--- config.mk ---
export PLATFORM = sky130hd
export DESIGN_NAME = adc_mode_sequencer_flat
export DESIGN_NICKNAME = d
export VERILOG_FILES = /design/src/rtl/adc_mode_sequencer_if.sv /design/src/rtl/adc_mode_sequencer.sv /design/src/flat_wrapper.sv
export SDC_FILE = /design/constraint.sdc
export NUM_CORES = 1
export LEC_CHECK = 0
export CELL_PAD_IN_SITES_DETAIL_PLACEMENT = 1
export CELL_PAD_IN_SITES_GLOBAL_PLACEMENT = 1
export CORE_MARGIN = 2
export CORE_UTILIZATION = 42
export DETAILED_ROUTE_END_ITERATION = 10
export PLACE_DENSITY = 0.88
export SLEW_MARGIN = 20
export SYNTH_ARGS = -nofsm -noshare
export SYNTH_HDL_FRONTEND = slang
export SYNTH_SLANG_ARGS = --single-unit
--- constraint.sdc ---
create_clock -name clk -period 2 [get_ports clk]
set_input_delay 0.3 -clock clk [delete_from_list [all_inputs] [get_ports clk]]
set_output_delay 0.3 -clock clk [all_outputs]
set_load 0.01 [all_outputs]
--- src/rtl/adc_mode_sequencer_if.sv ---
//------------------------------------------------------------------------------
// Module   : adc_mode_sequencer_if
// Brief    : Button inputs and mode-select outputs of the ADC mode sequencer.
//            auto_scan exists only when ADC_MODE_AUTOSCAN_EN is defined.
// Revision : 1.0 - initial release
//------------------------------------------------------------------------------
`default_nettype none

interface adc_mode_sequencer_if #(
  parameter int NUM_MODES = 5,
  parameter int SEL_W     = $clog2(NUM_MODES)
);
  logic                 btn_next;
  logic                 btn_prev;
`ifdef ADC_MODE_AUTOSCAN_EN
  logic                 auto_scan;
`endif
  logic [SEL_W-1:0]     adc_sel;
  logic [NUM_MODES-1:0] mode_en;
  logic                 mode_valid;
  logic                 busy;

  // master: the control side that drives the buttons
  modport master (
    output btn_next, btn_prev,
`ifdef ADC_MODE_AUTOSCAN_EN
    output auto_scan,
`endif
    input  adc_sel, mode_en, mode_valid, busy
  );

  // slave: the sequencer itself
  modport slave (
    input  btn_next, btn_prev,
`ifdef ADC_MODE_AUTOSCAN_EN
    input  auto_scan,
`endif
    output adc_sel, mode_en, mode_valid, busy
  );
endinterface

`default_nettype wire

--- src/rtl/adc_mode_sequencer.sv ---
//------------------------------------------------------------------------------
// Module   : adc_mode_sequencer
// Brief    : Steps through NUM_MODES ADC modes from next/prev buttons, blanking
//            all enables for SETTLE_CYCLES after reset or any mode change.
//            Optional dwell-timed auto-advance under ADC_MODE_AUTOSCAN_EN.
// Revision : 1.0 - initial release
//------------------------------------------------------------------------------
`default_nettype none

module adc_mode_sequencer #(
  parameter int NUM_MODES     = 5,
  parameter int RESET_MODE    = 0,
  parameter int SETTLE_CYCLES = 1000,
`ifdef ADC_MODE_AUTOSCAN_EN
  parameter int SCAN_PERIOD   = 100000,
`endif
  parameter int SEL_W         = $clog2(NUM_MODES)
) (
  input  wire logic           clk,
  input  wire logic           reset,
  adc_mode_sequencer_if.slave bus
);

  localparam int c_cnt_w = (SETTLE_CYCLES > 1) ? $clog2(SETTLE_CYCLES) : 1;
  localparam logic [c_cnt_w-1:0] c_cnt_init  = c_cnt_w'(SETTLE_CYCLES - 1);
  localparam logic [SEL_W-1:0]   c_reset_sel = SEL_W'(RESET_MODE);
  localparam logic [SEL_W-1:0]   c_last_sel  = SEL_W'(NUM_MODES - 1);

  typedef enum logic [1:0] {
    ST_SETTLE = 2'b01,
    ST_ACTIVE = 2'b10
  } state_t;

  state_t               state_q, state_d;
  logic [SEL_W-1:0]     sel_q, sel_d;
  logic [NUM_MODES-1:0] en_q, en_d;
  logic                 valid_q, valid_d;
  logic                 busy_q, busy_d;
  logic [c_cnt_w-1:0]   cnt_q, cnt_d;
  logic                 btn_next_q, btn_next_d;
  logic                 btn_prev_q, btn_prev_d;
  logic                 nxt, prv, nxt_eff, change;

`ifdef ADC_MODE_AUTOSCAN_EN
  localparam int c_dwell_w = (SCAN_PERIOD > 1) ? $clog2(SCAN_PERIOD) : 1;
  localparam logic [c_dwell_w-1:0] c_dwell_last = c_dwell_w'(SCAN_PERIOD - 1);

  logic [c_dwell_w-1:0] dwell_q, dwell_d;
  logic                 auto_fire;
`endif

  always_comb begin
    nxt        = bus.btn_next & ~btn_next_q;
    prv        = bus.btn_prev & ~btn_prev_q;
`ifdef ADC_MODE_AUTOSCAN_EN
    auto_fire  = bus.auto_scan && (state_q == ST_ACTIVE) && (dwell_q == c_dwell_last);
    nxt_eff    = nxt | auto_fire;
`else
    nxt_eff    = nxt;
`endif
    change     = 1'b0;
    state_d    = state_q;
    sel_d      = sel_q;
    en_d       = en_q;
    valid_d    = valid_q;
    busy_d     = busy_q;
    cnt_d      = cnt_q;
    btn_next_d = bus.btn_next;
    btn_prev_d = bus.btn_prev;

    case (state_q)
      ST_SETTLE: begin
        if (cnt_q == '0) begin
          state_d = ST_ACTIVE;
          en_d    = NUM_MODES'(1) << sel_q;
          valid_d = 1'b1;
          busy_d  = 1'b0;
        end else begin
          cnt_d   = cnt_q - c_cnt_w'(1);
        end
      end
      ST_ACTIVE: begin
        // simultaneous next and prev cancel out
        if (nxt_eff ^ prv) begin
          change  = 1'b1;
          if (nxt_eff)
            sel_d = (sel_q == c_last_sel) ? '0 : sel_q + SEL_W'(1);
          else
            sel_d = (sel_q == '0) ? c_last_sel : sel_q - SEL_W'(1);
          state_d = ST_SETTLE;
          cnt_d   = c_cnt_init;
          en_d    = '0;
          valid_d = 1'b0;
          busy_d  = 1'b1;
        end
      end
      default: begin
        state_d = ST_SETTLE;
        sel_d   = c_reset_sel;
        cnt_d   = c_cnt_init;
        en_d    = '0;
        valid_d = 1'b0;
        busy_d  = 1'b1;
      end
    endcase

`ifdef ADC_MODE_AUTOSCAN_EN
    // restart the dwell after every auto edge, even one cancelled by prev
    if ((state_q != ST_ACTIVE) || !bus.auto_scan || change || auto_fire)
      dwell_d = '0;
    else
      dwell_d = dwell_q + c_dwell_w'(1);
`endif
  end

  always_ff @(posedge clk) begin
    if (reset) begin
      state_q    <= ST_SETTLE;
      sel_q      <= c_reset_sel;
      en_q       <= '0;
      valid_q    <= 1'b0;
      busy_q     <= 1'b1;
      cnt_q      <= c_cnt_init;
      btn_next_q <= 1'b0;
      btn_prev_q <= 1'b0;
`ifdef ADC_MODE_AUTOSCAN_EN
      dwell_q    <= '0;
`endif
    end else begin
      state_q    <= state_d;
      sel_q      <= sel_d;
      en_q       <= en_d;
      valid_q    <= valid_d;
      busy_q     <= busy_d;
      cnt_q      <= cnt_d;
      btn_next_q <= btn_next_d;
      btn_prev_q <= btn_prev_d;
`ifdef ADC_MODE_AUTOSCAN_EN
      dwell_q    <= dwell_d;
`endif
    end
  end

  assign bus.adc_sel    = sel_q;
  assign bus.mode_en    = en_q;
  assign bus.mode_valid = valid_q;
  assign bus.busy       = busy_q;

endmodule

`default_nettype wire

--- src/flat_wrapper.sv ---
// flat-port wrapper written by rule: the top's interface ports become plain ports
module adc_mode_sequencer_flat 
#(
  parameter int NUM_MODES     = 5,
  parameter int RESET_MODE    = 0,
  parameter int SETTLE_CYCLES = 1000,

  parameter int SEL_W         = $clog2(NUM_MODES)
)
  (clk, reset, bus_btn_next, bus_btn_prev, bus_adc_sel, bus_mode_en, bus_mode_valid, bus_busy);
  adc_mode_sequencer_if #(.NUM_MODES(NUM_MODES), .SEL_W(SEL_W)) bus_i ();
  input  wire logic clk;
  input  wire logic reset;
  input wire logic [$bits(bus_i.btn_next)-1:0] bus_btn_next;
  input wire logic [$bits(bus_i.btn_prev)-1:0] bus_btn_prev;
  output wire logic [$bits(bus_i.adc_sel)-1:0] bus_adc_sel;
  output wire logic [$bits(bus_i.mode_en)-1:0] bus_mode_en;
  output wire logic [$bits(bus_i.mode_valid)-1:0] bus_mode_valid;
  output wire logic [$bits(bus_i.busy)-1:0] bus_busy;
  assign bus_i.btn_next = bus_btn_next;
  assign bus_i.btn_prev = bus_btn_prev;
  assign bus_adc_sel = bus_i.adc_sel;
  assign bus_mode_en = bus_i.mode_en;
  assign bus_mode_valid = bus_i.mode_valid;
  assign bus_busy = bus_i.busy;
  adc_mode_sequencer #(.NUM_MODES(NUM_MODES), .RESET_MODE(RESET_MODE), .SETTLE_CYCLES(SETTLE_CYCLES), .SEL_W(SEL_W)) u_core (.clk(clk), .reset(reset), .bus(bus_i));
endmodule
# Word level (Yosys, flattened, before mapping)
# Index checks and enable logic that the tools add are counted.
[totals]
ff_bits = 24
latch_bits = 0
ramBits = 0
romBits = 0
output_inout_bits = 10
wordCells = 49
memories = 0
[classes]
n_addsub = 3
mul = 0
div = 0
n_lt_le_gt_ge = 0
eq_ne = 6
n_shift = 1
muxes = 20
bitwise = 6
reduce_logical = 5
[op_table]
columns = ["cell", "count"]
rows = [
  ["10-bit 2-to-1 mux", 2],
  ["10-bit one-hot mux with 2 select lines", 1],
  ["3-bit 2-to-1 mux", 4],
  ["10-bit logical NOT", 1],
  ["5-bit 2-to-1 mux", 2],
  ["5-bit one-hot mux with 2 select lines", 1],
  ["10-bit by 1-bit subtractor with 10-bit output (second input constant)", 1],
  ["3-bit one-hot mux with 2 select lines", 1],
  ["2-bit AND reduction", 3],
  ["1-bit by 3-bit << shifter with 5-bit output (first input constant)", 1],
  ["1-bit 2-to-1 mux", 4],
  ["2-bit 2-to-1 mux", 2],
  ["2-bit by 1-bit != test with 1-bit output (second input constant)", 2],
  ["1-bit one-hot mux with 2 select lines", 2],
  ["2-bit one-hot mux with 2 select lines", 1],
  ["3-bit by 1-bit adder with 3-bit output (second input constant)", 1],
  ["3-bit == test (second input constant)", 1],
  ["3-bit logical NOT", 1],
  ["1-bit inverter", 3],
  ["3-bit by 1-bit subtractor with 3-bit output (second input constant)", 1],
  ["1-bit AND", 2],
  ["2-bit by 1-bit == test with 1-bit output (second input constant)", 1],
  ["2-bit == test (second input constant)", 1],
  ["2-bit != test (second input constant)", 1],
  ["1-bit bitwise XOR", 1],
]

# Longest topological paths before layout
# Gate-level depths: netlist of run 1.
[logic_depth]
depth_word = 5
mapped_depth = 7

# Worst setup path before layout of run 1
# OpenSTA, ideal clock, no wires.
[synth_path]
path_kind = "reg2reg"
startpoint = "register u_core.cnt_q[0]"
endpoint = "register u_core.cnt_q[2]"
setup_time_ns = 0.120
arrival_time_ns = 1.518
t_required_ns = 1.880
path_slack_ns = 0.361
stages_incl_launch_ff = 8
path_buffers = 0
period_less_slack_ns = 1.639
path_cell_list = "dfxtp_1 inv_1 ha_1 nor4bb_1 nand4b_1 a21boi_4 a211oi_1 nor2_1"
[synth_via]
elab_chain_len = 3
word_cells_on_any_way = 6
cone_classes = "add/sub (1); eq/ne (1); mux (2); reduce/logical (2)"
[synth_lines]
columns = ["item", "line", "text"]
rows = [
  ["start: declaration", "adc_mode_sequencer.sv:39", "logic [c_cnt_w-1:0] cnt_q, cnt_d;"],
  ["start signal: assignment", "adc_mode_sequencer.sv:123", "cnt_q <= c_cnt_init;"],
  ["start signal: assignment", "adc_mode_sequencer.sv:135", "cnt_q <= cnt_d;"],
  ["10-bit by 1-bit subtractor with 10-bit output / 10-bit logical NOT (equally long branches)", "adc_mode_sequencer.sv:79, adc_mode_sequencer.sv:73", ""],
  ["10-bit 2-to-1 mux / 2-bit != test (equally long branches)", "-", ""],
  ["10-bit one-hot mux with 2 select lines / 2-bit AND reduction (equally long branches)", "-", ""],
]
# Parallel ways exist; a longest one is shown, timed or not. The select of a mux whose other input is x is not followed.
# A chain may end at the register's enable or synchronous reset.

# Worst setup path after layout of run 1
# Ends and elaborated chain as after synthesis.

==> results.cfg, run 1 <==
[clock_tree]
cts_made_buffers = 3
cts_tree = done
clock-sinks = 22
clk_latency_ns = 0.31
root_buffer = clkbuf_4
clk_pin_slew_ns = 0.13
cts_buffer_depth = 2
htree_levels = 1

[critical_path]
crit_arrival_ns = 2.03
critPathMaxFanout = 9
crit_required_ns = 2.22
startpoint_type = flop
worstSetupEndpointType = flop
r2r_slack_ns = 0.19
reg2reg_to = u_core.cnt_q[2]$_SDFFE_PP1P_
regToRegStartpoint = u_core.cnt_q[0]$_SDFFE_PP1P_
rr_worst_depth = 7
crit_type = flop to flop

[drt]
route.vias.total = 964
ant_nets = 0
post_drt_wl_per_cell_um = 15.0
drc = 0
wl_um = 2640
dr.pass1.iters = 4
via_per_inst = 5.48
drt-initial-drc-count = 15

[yosys]
netlist_area_um2 = 1180
ys_seq_area_frac = 0.374
synth-main-ff-cell = dfxtp_1
mappedNetlistNets = 134
synth_edf_count = 0
avgSynthCellArea_um2 = 9.58
synthArstFlopShare = 0
synth_cell_types = 45
postSynthCellCount = 123
yosys_register_bits = 22
yosys_warnings = 0

[grt]
grt_util_all_layers = 0.183
grt_pass1_wl_um = 4710
grt_max_degree = 13
grt_pass1_vias = 1085
antenna_found_initial = 0
grt-ovfl-total = 0

[sta]
final_hold_viol_count = 0
post-route-min-period_ns = 1.81
worstMarginPinSlew_ns = 0.340
post-route-period-util = 0.906
hold_ws_ns = 0.492
max_freq_mhz = 552
finalMaxSlewViolations = 0
rsz0062_at_grt = false
worst_slack_ns = 0.189
setup_viol = 0
relSlewSlack = 0.772
finClkSkew_ns = 0.00768

[placed_design]
gp_congestion = 0.753
dpl.hpwl_um = 2130
port_buffers = 13
place_inst = 172
place_ws_ns = -0.117

[flow_run]
cap_violations = 0

[final_layout]
layout_commonest_cell = dfxtp_1
final_nets = 157
final_cell_mix = dfxtp_1, clkdlybuf4s50_1, inv_1, nor2_1
diodes = 0
fin_cells = 176
layout-drive-gt1-share = 0.166
area_growth_pct = 21.4

[pwr]
pwr-share-clk = 0.325
powerDensity_nw_per_um2 = 538
p_int_uw = 590
power_leakage_uw = 0.000594
max-vdd-ir-drop_mv = 0.296
p_comb_frac = 0.088
p_seq_frac = 0.587
power.share.switching = 0.235
p_switching_uw = 181

[floorplanning]
dieArea_um2 = 3250
dieWidth_um = 57.0
core_um2 = 2710
dieHeight_um = 57.0
rows = 19
io_pins = 14
initial_core_util = 0.435

[min_path]
hp-start = u_core.bus.mode_en[0]$_SDFFE_PP0P_
min_path_type = flop to flop
hold_end = u_core.bus.mode_en[0]$_SDFFE_PP0P_
holdPathStages = 1

[run_status]
status = completed
==> synthesized netlist by cell type, drive strengths merged (2+ instances only) <==
cell type | instances | area, um2
xnor2 | 3 | 45.1
or2 | 2 | 12.5
o21ai | 4 | 20.0
a22o | 5 | 43.8
nand2 | 3 | 11.3
ha | 7 | 87.6
a21oi | 7 | 38.8
or3 | 4 | 30.0
nor2 | 10 | 37.5
nand3 | 5 | 25.0
mux2i | 2 | 20.0
nand2b | 5 | 31.3
inv | 10 | 37.5
nor4 | 2 | 18.8
nor3 | 5 | 30.0
a21boi | 2 | 30.0
o211ai | 2 | 20.0
nor2b | 4 | 25.0
xor2 | 3 | 26.3
buf | 2 | 16.3
dfxtp | 22 | 440
==> logic make-up (layout without fill, tap and decap cells) <==
kind of cell / after synthesis / after routing / share of synthesized area
muxes: 3 / 3 / 0.0265
AOI/OAI and AO/OA: 26 / 26 / 0.185
xor gates and xnor gates: 6 / 6 / 0.0605
buffers and inverters: 12 / 34 / 0.0456
adders and majority gates: 7 / 7 / 0.0743
DFF: 22 / 22 / 0.374
and+or+nand+nor: 47 / 47 / 0.235
==> how the worst max path moves through the flow <==
| stage | start | end | slack, ns | cells past startpoint |
|---|---|---|---|---|
| after floorplan | u_core.cnt_q[0]$_SDFFE_PP1P_ | u_core.cnt_q[2]$_SDFFE_PP1P_ | 0.36 | 7 |
| after global placement | bus_btn_next | u_core.bus.adc_sel[2]$_SDFFE_PP0P_ | 0.06 | 7 |
| after detailed placement | bus_btn_next | u_core.bus.adc_sel[2]$_SDFFE_PP0P_ | -0.12 | 7 |
| after CTS | u_core.cnt_q[0]$_SDFFE_PP1P_ | u_core.bus.mode_en[0]$_SDFFE_PP0P_ | 0.14 | 7 |
| after global routing | u_core.cnt_q[0]$_SDFFE_PP1P_ | u_core.cnt_q[2]$_SDFFE_PP1P_ | 0.03 | 7 |
| final | u_core.cnt_q[0]$_SDFFE_PP1P_ | u_core.cnt_q[2]$_SDFFE_PP1P_ | 0.19 | 7 |
==> power by group through the flow <==
stage                     clock (uW)  combinational, uW  sequential [uW]
after floorplan                    0               47.3              460
after global placement             0               65.3              461
after detailed placement           0               68.5              462
after CTS                        263               69.2              452
after global routing             279               75.9              454
final                            250               67.9              453
==> layer usage <==
metal,GRT usage,vias up,share of wire
met2,0.333,12,0.53
li1,-,477,-
met4,0.0864,0,0.024
met3,0.0317,7,0.022
met5,0,-,0
met1,0.205,468,0.42
==> sequential cells by signal, summed over array words and instances, names as in the netlist <==
signal,cells
u_core.cnt_q,10
u_core.bus.mode_en,5
u_core.bus.adc_sel,3
u_core.btn_next_q,1
u_core.btn_prev_q,1
u_core.bus.mode_valid,1
u_core.state_q,1
==> worst max-delay path: stages (launching register included) <==
cell and delay [ns]:
dfxtp_1 0.37, inv_1 0.07, ha_1 0.20, nor4bb_2 0.30, nand4b_1 0.18, a21boi_4 0.22, a211oi_1 0.30, nor2_1 0.08
==> repair_timing <==
action	CTS	global route
endpoints found under the hold margin	0	0
hold buffers	0	0
buffers inserted	0	0
gates resized for setup	0	2
endpoints found under the setup margin	0	6
==> final cells by class <==
class | count | area, um2
clock buffers | 4 | 36.3
fillers | 326 | 1280
inverters | 10 | 37.5
multi-input cells | 89 | 696
flip-flops and latches | 22 | 440
well taps | 31 | 38.8
repair buffers | 20 | 183
==> metrics by stage <==
stage                     power, uW  area, um2  utilization  setup TNS, ns
after floorplan                 507       1180            -              0
after global routing            809       1430        0.528              0
after CTS                       784       1420        0.524              0
after detailed placement        530       1380        0.511         -0.216
after global placement          526       1380        0.511              0
final                           771       1430        0.528              0
No activity file was read; power rests on OpenSTA's default activity.
==> run 2: changes to the inputs <==
--- a/config.mk
+++ b/config.mk
@@ -8,9 +8,9 @@
 export CELL_PAD_IN_SITES_DETAIL_PLACEMENT = 1
 export CELL_PAD_IN_SITES_GLOBAL_PLACEMENT = 1
 export CORE_MARGIN = 2
-export CORE_UTILIZATION = 42
+export CORE_UTILIZATION = 38
 export DETAILED_ROUTE_END_ITERATION = 10
-export PLACE_DENSITY = 0.88
+export PLACE_DENSITY = 0.84
 export SLEW_MARGIN = 20
 export SYNTH_ARGS = -nofsm -noshare
 export SYNTH_HDL_FRONTEND = slang
==> constraint.sdc (replaced) <==
create_clock -name clk -period 1.47 [get_ports clk]
set_input_delay 0.2205 -clock clk [delete_from_list [all_inputs] [get_ports clk]]
set_output_delay 0.2205 -clock clk [all_outputs]
set_load 0.01 [all_outputs]
==> run 2 against run 1 <==
Net effect:
- the run now ends with negative setup slack left
- worst setup slack got worse by 0.35 ns
- sequential share of layout area fell by 5.5 points
- clock skew rose by 0.0027 ns
- global-route usage rose by 5.1 points
- non-clock buffer count rose by 25
- critical path depth rose by 1
==> results.cfg, run 2 (synthesis gave the netlist of run 1 again) <==
[sta]
final_hold_viol_count = 0
worst_slack_ns = -0.164
hold_ws_ns = 0.282
post-route-min-period_ns = 1.63
relSlewSlack = 0.726
rsz0062_at_grt = true
finClkSkew_ns = 0.0104
setup_viol = 17
worstMarginPinSlew_ns = 0.408
finalMaxSlewViolations = 0
post-route-period-util = 1.11
max_freq_mhz = 612

[pwr]
powerDensity_nw_per_um2 = 584
power_leakage_uw = 0.000832
max-vdd-ir-drop_mv = 0.319

[clock_tree]
hold_buffers = 0
htree_levels = 1
root_buffer = clkbuf_4
clk_latency_ns = 0.32
cts_buffer_depth = 2
clk_pin_slew_ns = 0.14
clock-sinks = 22
cts_made_buffers = 3
cts_tree = done

[run_status]
violations = negative setup slack
status = complete, but fails checks

[critical_path]
critPathMaxFanout = 7
cp_slowest_stage_delay_ns = 0.41
regToRegStartpoint = u_core.cnt_q[0]$_SDFFE_PP1P_
reg2reg_to = u_core.cnt_q[9]$_SDFFE_PP1P_
crit_family = simple AND/OR/NAND/NOR gates
rr_worst_depth = 8
crit_buf_inv = 2
crit_chain = inv_2, ha_4, nor4bb_4, nand4b_1, buf_6, o211ai_4, or3_4, nand3_2
crit_arrival_ns = 1.91
crit_required_ns = 1.74
cp_slowest_cell = or3_4
crit_type = flop to flop
crit_cells = 8
r2r_slack_ns = -0.16
worstSetupEndpointType = flop
startpoint_type = flop
cp-startpoint = u_core.cnt_q[0]$_SDFFE_PP1P_

[final_layout]
postLayoutCoreUtil = 0.604
layout-drive-gt1-share = 0.485
final_nets = 182
n_fill_cell = 330
area_growth_pct = 53.8
layout_commonest_cell = buf_4
diodes = 0
top_register = u_core.cnt_q
largest_reg_flops = 10
final_cell_mix = buf_4, dfxtp_1, nor2_1

[drt]
post_drt_wl_per_cell_um = 19.1
wl_um = 3850
dr.pass1.iters = 5
ant_nets = 0
drc = 0
via_per_inst = 5.47
drt-initial-drc-count = 33
route.vias.total = 1105

[min_path]
hold_end = u_core.btn_next_q$_SDFF_PP0_
holdPathStages = 2
hp-start = bus_btn_next
min_path_type = primary input to flop

[flow_run]
cap_violations = 0

[grt]
grt_pass1_wl_um = 6070
grt_max_degree = 12
antenna_found_initial = 0
grt-ovfl-total = 0
grt_util_all_layers = 0.234
grt_pass1_vias = 1221

[floorplanning]
rows = 20
dieArea_um2 = 3560
dieWidth_um = 59.7
io_pins = 14
initial_core_util = 0.392
core_um2 = 3000
dieHeight_um = 59.7

[placed_design]
port_buffers = 13
dpl.hpwl_um = 2570
gp_congestion = 0.770
[run 2: worst reg2reg max path, stage by stage (launching register included)]
cell and delay, ns:
dfxtp_2 0.36, inv_2 0.04, ha_4 0.15, nor4bb_4 0.14, nand4b_1 0.14, buf_6 0.15
o211ai_4 0.12, or3_4 0.41, nand3_2 0.07
[run 2: layout make-up]
type	instances	area, um2	share of cell area
multi-input combinational	89	861	0.475
sequential	22	458	0.253
timing repair buffer	45	390	0.215
tap	33	41.3	0.0228
inverter	10	40.0	0.0221
clock buffer	3	22.5	0.0124
[run 2: worst max path at each step]
stage / end / slack, ns
2_1_floorplan: u_core.state_q[0]$_SDFFE_PP1P_ / -0.03
3_3_place_gp: u_core.cnt_q[7]$_SDFFE_PP1P_ / -0.40
3_5_place_dp: u_core.cnt_q[5]$_SDFFE_PP1P_ / -0.56
4_1_cts: u_core.cnt_q[5]$_SDFFE_PP1P_ / -0.12
5_1_grt: u_core.cnt_q[9]$_SDFFE_PP1P_ / -0.23
6_report: u_core.cnt_q[9]$_SDFFE_PP1P_ / -0.16
[run 2: report_power, final]
group	switching (uW)	total (uW)	internal, uW	leakage (uW)
Combinational	75.0	151	76.3	0.000637
Sequential	7.74	612	604	0.000181
Clock	200	296	95.9	0.0000138
[run 2: through the flow]
stage	worst slack [ns]	TNS (ns)	power, uW	cells	area, um2
floorplan	-0.0255	-0.0509	698	123	1210
global placement	-0.405	-5.88	742	193	1560
detailed placement	-0.564	-8.06	754	193	1560
CTS	-0.117	-1.34	1060	203	1760
global route	-0.227	-3.25	1110	202	1810
finish	-0.164	-1.76	1060	202	1810
[run 2: layer usage]
layer | wire length [um] | up-vias | share of wire | GRT usage
met5 | 0 | - | 0 | 0
met4 | 66 | 0 | 0.017 | 0.0571
met3 | 112 | 7 | 0.029 | 0.0498
met2 | 1940 | 20 | 0.50 | 0.410
met1 | 1740 | 550 | 0.45 | 0.290
li1 | - | 528 | - | -
[run 2: repair_timing]
item                                    4_1_cts  5_1_grt
endpoints found under the setup margin       23       23
pin swaps                                    10       10
gates resized for setup                      35       17
setup buffers                                 7        0
==> variant 1 (settings of run 2) <==
Make the reset (`reset`) asynchronous in one clocked block.
--- a/src/rtl/adc_mode_sequencer.sv
+++ b/src/rtl/adc_mode_sequencer.sv
@@ -115,3 +115,3 @@
 
-  always_ff @(posedge clk) begin
+  always_ff @(posedge clk or posedge reset) begin
     if (reset) begin
Function: no difference found for any inputs over 10 cycles, from zero or initial values and one cycle with reset high; that may be too few to reach the edited logic, so the function may still have changed.
==> variant 1 against run 2 <==
Count of clock-buffer cells in the layout is 1 higher. Critical endpoint is now u_core.cnt_q[3]$_DFFE_PP0P_. Clock power grew 23%. Sequential cell count unchanged. Clock skew decreased by 0.0062 ns. Power is 1.6% higher. The run still ends with setup timing left. Area after synthesis rose by 1.4%. Worst setup slack got worse by 0.29 ns. Cell area is 10% higher. Wire length up 23%. Critical path type unchanged. Non-clock buffer count rose by 19.
==> variant 1: results (changes against run 2) <==
status=finished with violations (unchanged); failing checks=setup timing (unchanged); grt met1 use=0.289 (was 0.290); Final WS setup=-0.452 ns (was -0.164 ns); vias in the first global route=1402 (was 1221); Cell variety after synth=40 (was 45); Compound-Gate Fraction of Synth Area=0.209 (was 0.185); critical path fanouts, max=3 (was 7); DRT met1 WL=1.68 mm (was 1.74 mm); Top delay family on crit path=flip-flops (was simple AND/OR/NAND/NOR gates); largest net degree at the start of global routing=23 (was 12); GRT met2 Usage=0.509 (was 0.410); routed wl met2=2.75 mm (was 1.94 mm); routed length on met3=120 um (was 112 um); ys async rst share=1.00 (was 0); dpl hpwl=2.71 mm (was 2.57 mm); layout cells sized above 1=0.558 (was 0.485); Post CTS Setup Buffer Count=8 (was 7); routed len/inst=21.0 um (was 19.1 um); multiplexer share of the synthesized area=0.0251 (was 0.0265); DRT Pass-1 Iters=4 (was 5); total track usage=0.277 (was 0.234); P_leak=0.954 nW (was 0.832 nW); DRT iter0 DRCs=37 (was 33); Tightest Pin Transition=0.412 ns (was 0.408 ns); Seq/Total Area, Yosys=0.470 (was 0.374); CP max stage delay=0.58 ns (was 0.41 ns); Hold WS=0.210 ns (was 0.282 ns); Worst EP arrival=2.13 ns (was 1.91 ns); dpl cells=204 (was 193); worst hold path type=in2async (was in2reg); GP Congestion=0.792 (was 0.770); Setup Viol. Count Final=19 (was 17); DP Worst Slack=-0.636 ns (was -0.564 ns); top post-synthesis cells by area=dfrtp_1 (27%), dfstp_2 (20%), ha_1 (7.3%), o21ai_0 (3.4%), a21oi_1 (2.5%) (was dfxtp_1 (37%), ha_1 (7.4%), a22o_1 (3.7%), inv_1 (3.2%), nor2_1 (3.2%)); Cell Area, Placed=0.00171 mm^2 (was 0.00156 mm^2)
## variant 1: cell types whose count changed in the layout (fill, tap and decap cells not counted), moves of 4 or more
cell     before  now
buf_4        29   44
dfxtp_1      12    0
dfrtp_1       0   12
a22o_1        5    1
dfxtp_2       8    0
buf_6         2    7
dfstp_2       0    9
o31ai_1       0    4
nor2_1        9    5
## variant 1: report_power, final
| group | internal (mW) | switching, mW | total [mW] |
|---|---|---|---|
| clock network | 0.152 | 0.212 | 0.364 |
| registers | 0.614 | 0.00272 | 0.617 |
| logic | 0.0443 | 0.0512 | 0.0955 |
| total | 0.810 | 0.266 | 1.08 |
## variant 1: layout make-up
class / count / area (um^2) / area share
clock buffers: 4 / 36.3 / 0.0181
repair buffers: 64 / 543 / 0.271
inverters: 7 / 28.8 / 0.0144
multi-input cells: 84 / 774 / 0.387
flip-flops and latches: 22 / 563 / 0.281
well taps: 44 / 55.1 / 0.0275
==> variant 2 (flow settings as in run 2) <==
Without the edit above. `RESET_MODE` is set to 0 in 2 places; all go to 1.
--- a/src/rtl/adc_mode_sequencer.sv
+++ b/src/rtl/adc_mode_sequencer.sv
@@ -11,3 +11,3 @@
   parameter int NUM_MODES     = 5,
-  parameter int RESET_MODE    = 0,
+  parameter int RESET_MODE    = 1,
   parameter int SETTLE_CYCLES = 1000,
--- a/src/flat_wrapper.sv
+++ b/src/flat_wrapper.sv
@@ -4,3 +4,3 @@
   parameter int NUM_MODES     = 5,
-  parameter int RESET_MODE    = 0,
+  parameter int RESET_MODE    = 1,
   parameter int SETTLE_CYCLES = 1000,
Check against the original RTL: not equivalent (a bounded check fails within 4 cycles, from zero or initial values and one cycle with reset high).
==> variant 2 against run 2 <==
The run ends with DRC, setup timing left. Final cell count is 4.5% higher. Wire length rose by 33%. Clock skew fell by 0.0078 ns. Sequential cell count did not move. Worst setup slack lost 0.17 ns. Power increased by 14%. Area after synthesis shrank 3.1%. Cell area is 5.7% higher. Largest power group unchanged. Highest routed layer unchanged.
==> variant 2: results (changes against run 2) <==
largest net degree at the start of global routing=14 (was 12); reg2reg start=u_core.cnt_q[1]$_SDFFE_PP1P_ (was u_core.cnt_q[0]$_SDFFE_PP1P_); Cell Area, Placed=0.00161 mm^2 (was 0.00156 mm^2); root buf cell=clkbuf_4 (unchanged); GP Congestion=0.766 (was 0.770); failing checks=DRC, setup timing (was setup timing); Inserted Clock Buffers=3 (unchanged); synth warn=0 (unchanged); CP max stage delay=0.36 ns (was 0.41 ns); Worst EP arrival=2.02 ns (was 1.91 ns); Cell variety after synth=42 (was 45); status=finished with violations (unchanged); Setup Viol. Count Final=21 (was 17); P_leak=0.886 nW (was 0.832 nW); register bank with the most flops=u_core.cnt_q (unchanged); slew margin rel.=0.623 (was 0.726); Seq/Total Area, Yosys=0.386 (was 0.374); post-route setup TNS=-3.78 ns (was -1.76 ns); Hold WS=0.348 ns (was 0.282 ns); peak supply drop=635 uV (was 319 uV); CTS clk-pin slew, worst paths=0.14 ns (about the same); ys async rst share=0 (unchanged); drt via density=6.00 (was 5.47); Syn Nets=138 (was 134); max FFs per register=10 (unchanged); hold_sp=bus_btn_next (unchanged); Port Buffers=13 (unchanged); Synth top area share=0.386 (was 0.374); worst hold path type=in2reg (unchanged); layout cells sized above 1=0.517 (was 0.485); layout net count=192 (was 182); first-pass GRT wire length=6.99 mm (was 6.07 mm); DP Worst Slack=-0.459 ns (was -0.564 ns); DRT Pass-1 Iters=7 (was 5); vias in the first global route=1385 (was 1221); Hold EP=u_core.btn_next_q$_SDFF_PP0_ (unchanged); Commonest cells post-synth=dfxtp_1 (22), nor2_1 (15), inv_1 (8), ha_1 (7), o21ai_0 (6) (was dfxtp_1 (22), inv_1 (10), nor2_1 (10), ha_1 (7), a21oi_1 (6)); DRC viols=1 (was 0); critical path endpoint=u_core.cnt_q[4]$_SDFFE_PP0P_ (was u_core.cnt_q[9]$_SDFFE_PP1P_); clock skew=0.00253 ns (was 0.0104 ns); # diodes=0 (unchanged); Total Routed Length=5.14 mm (was 3.85 mm); worst skew pair latency=0.32 ns (about the same); top post-synthesis cells by area=dfxtp_1 (39%), ha_1 (7.7%), nor2_1 (4.9%), a22o_1 (3.8%), o21ai_0 (2.6%) (was dfxtp_1 (37%), ha_1 (7.4%), a22o_1 (3.7%), inv_1 (3.2%), nor2_1 (3.2%)); Slowest cell on crit path=dfxtp_2 (was or3_4); Max clock buf depth=2 (unchanged); initial antenna violation count=0 (unchanged); CTS H-tree lvls=1 (unchanged); critical path launch point=u_core.cnt_q[1]$_SDFFE_PP1P_ (was u_core.cnt_q[0]$_SDFFE_PP1P_); Final WS setup=-0.336 ns (was -0.164 ns); critical path fanouts, max=3 (was 7); reg-to-reg setup timing slack=-0.34 ns (was -0.16 ns); dpl hpwl=2.77 mm (was 2.57 mm); DRT iter0 DRCs=54 (was 33); total track usage=0.277 (was 0.234); R2R depth=8 (unchanged)
==> variant 2: changes by cell type in the layout (fill, tap and decap cells not counted), sizes merged, moves of 2 or more <==
cell	delta
o21ai	+5
nand3	-2
a21boi	-2
buf	+7
nor2	+5
mux2i	-2
==> variant 2: report_power, final <==
part	leakage, nW	internal, mW	total (mW)	switching (mW)
clock network	0.0261	0.208	0.420	0.212
registers	0.181	0.604	0.614	0.00931
logic	0.679	0.0844	0.178	0.0937
==> variant 2: through the flow <==
| stage | power [mW] | util | instances |
|---|---|---|---|
| CTS | 1.17 | 0.626 | 208 |
| floorplan | 0.683 | - | 127 |
| global route | 1.25 | 0.683 | 211 |
| global placement | 0.736 | 0.573 | 203 |
| detailed placement | 0.746 | 0.573 | 203 |
| finish | 1.21 | 0.683 | 211 |
==> variant 2: area by class of cell <==
class	instances	area [um^2]
Tap cell	31	38.8
Clock buffer	4	47.5
Inverter	9	38.8
Sequential cell	22	455
Fill cell	287	890
Multi-Input combinational cell	93	895
Timing Repair Buffer	52	440
==> variant 2: logic make-up after synthesis <==
group | synth area share
fa+ha+maj | 0.0767
mux | 0.00986
buf+inv | 0.0460
flops | 0.386
simple gates | 0.240
xor+xnor | 0.0383
compound gates | 0.204
==> variant 2: routing by layer <==
layer | GRT usage | up-vias | share of wire
met4 | 0.123 | 0 | 0.043
met5 | 0 | - | 0
met3 | 0.0440 | 31 | 0.053
met1 | 0.301 | 622 | 0.39
met2 | 0.521 | 57 | 0.51
li1 | - | 556 | -
==> variant 2: timing repair <==
item | in CTS | in global routing
resized for setup | 24 | 31
pin swaps | 9 | 17
setup endpoints to repair | 24 | 25
buffers inserted | 1 | 4
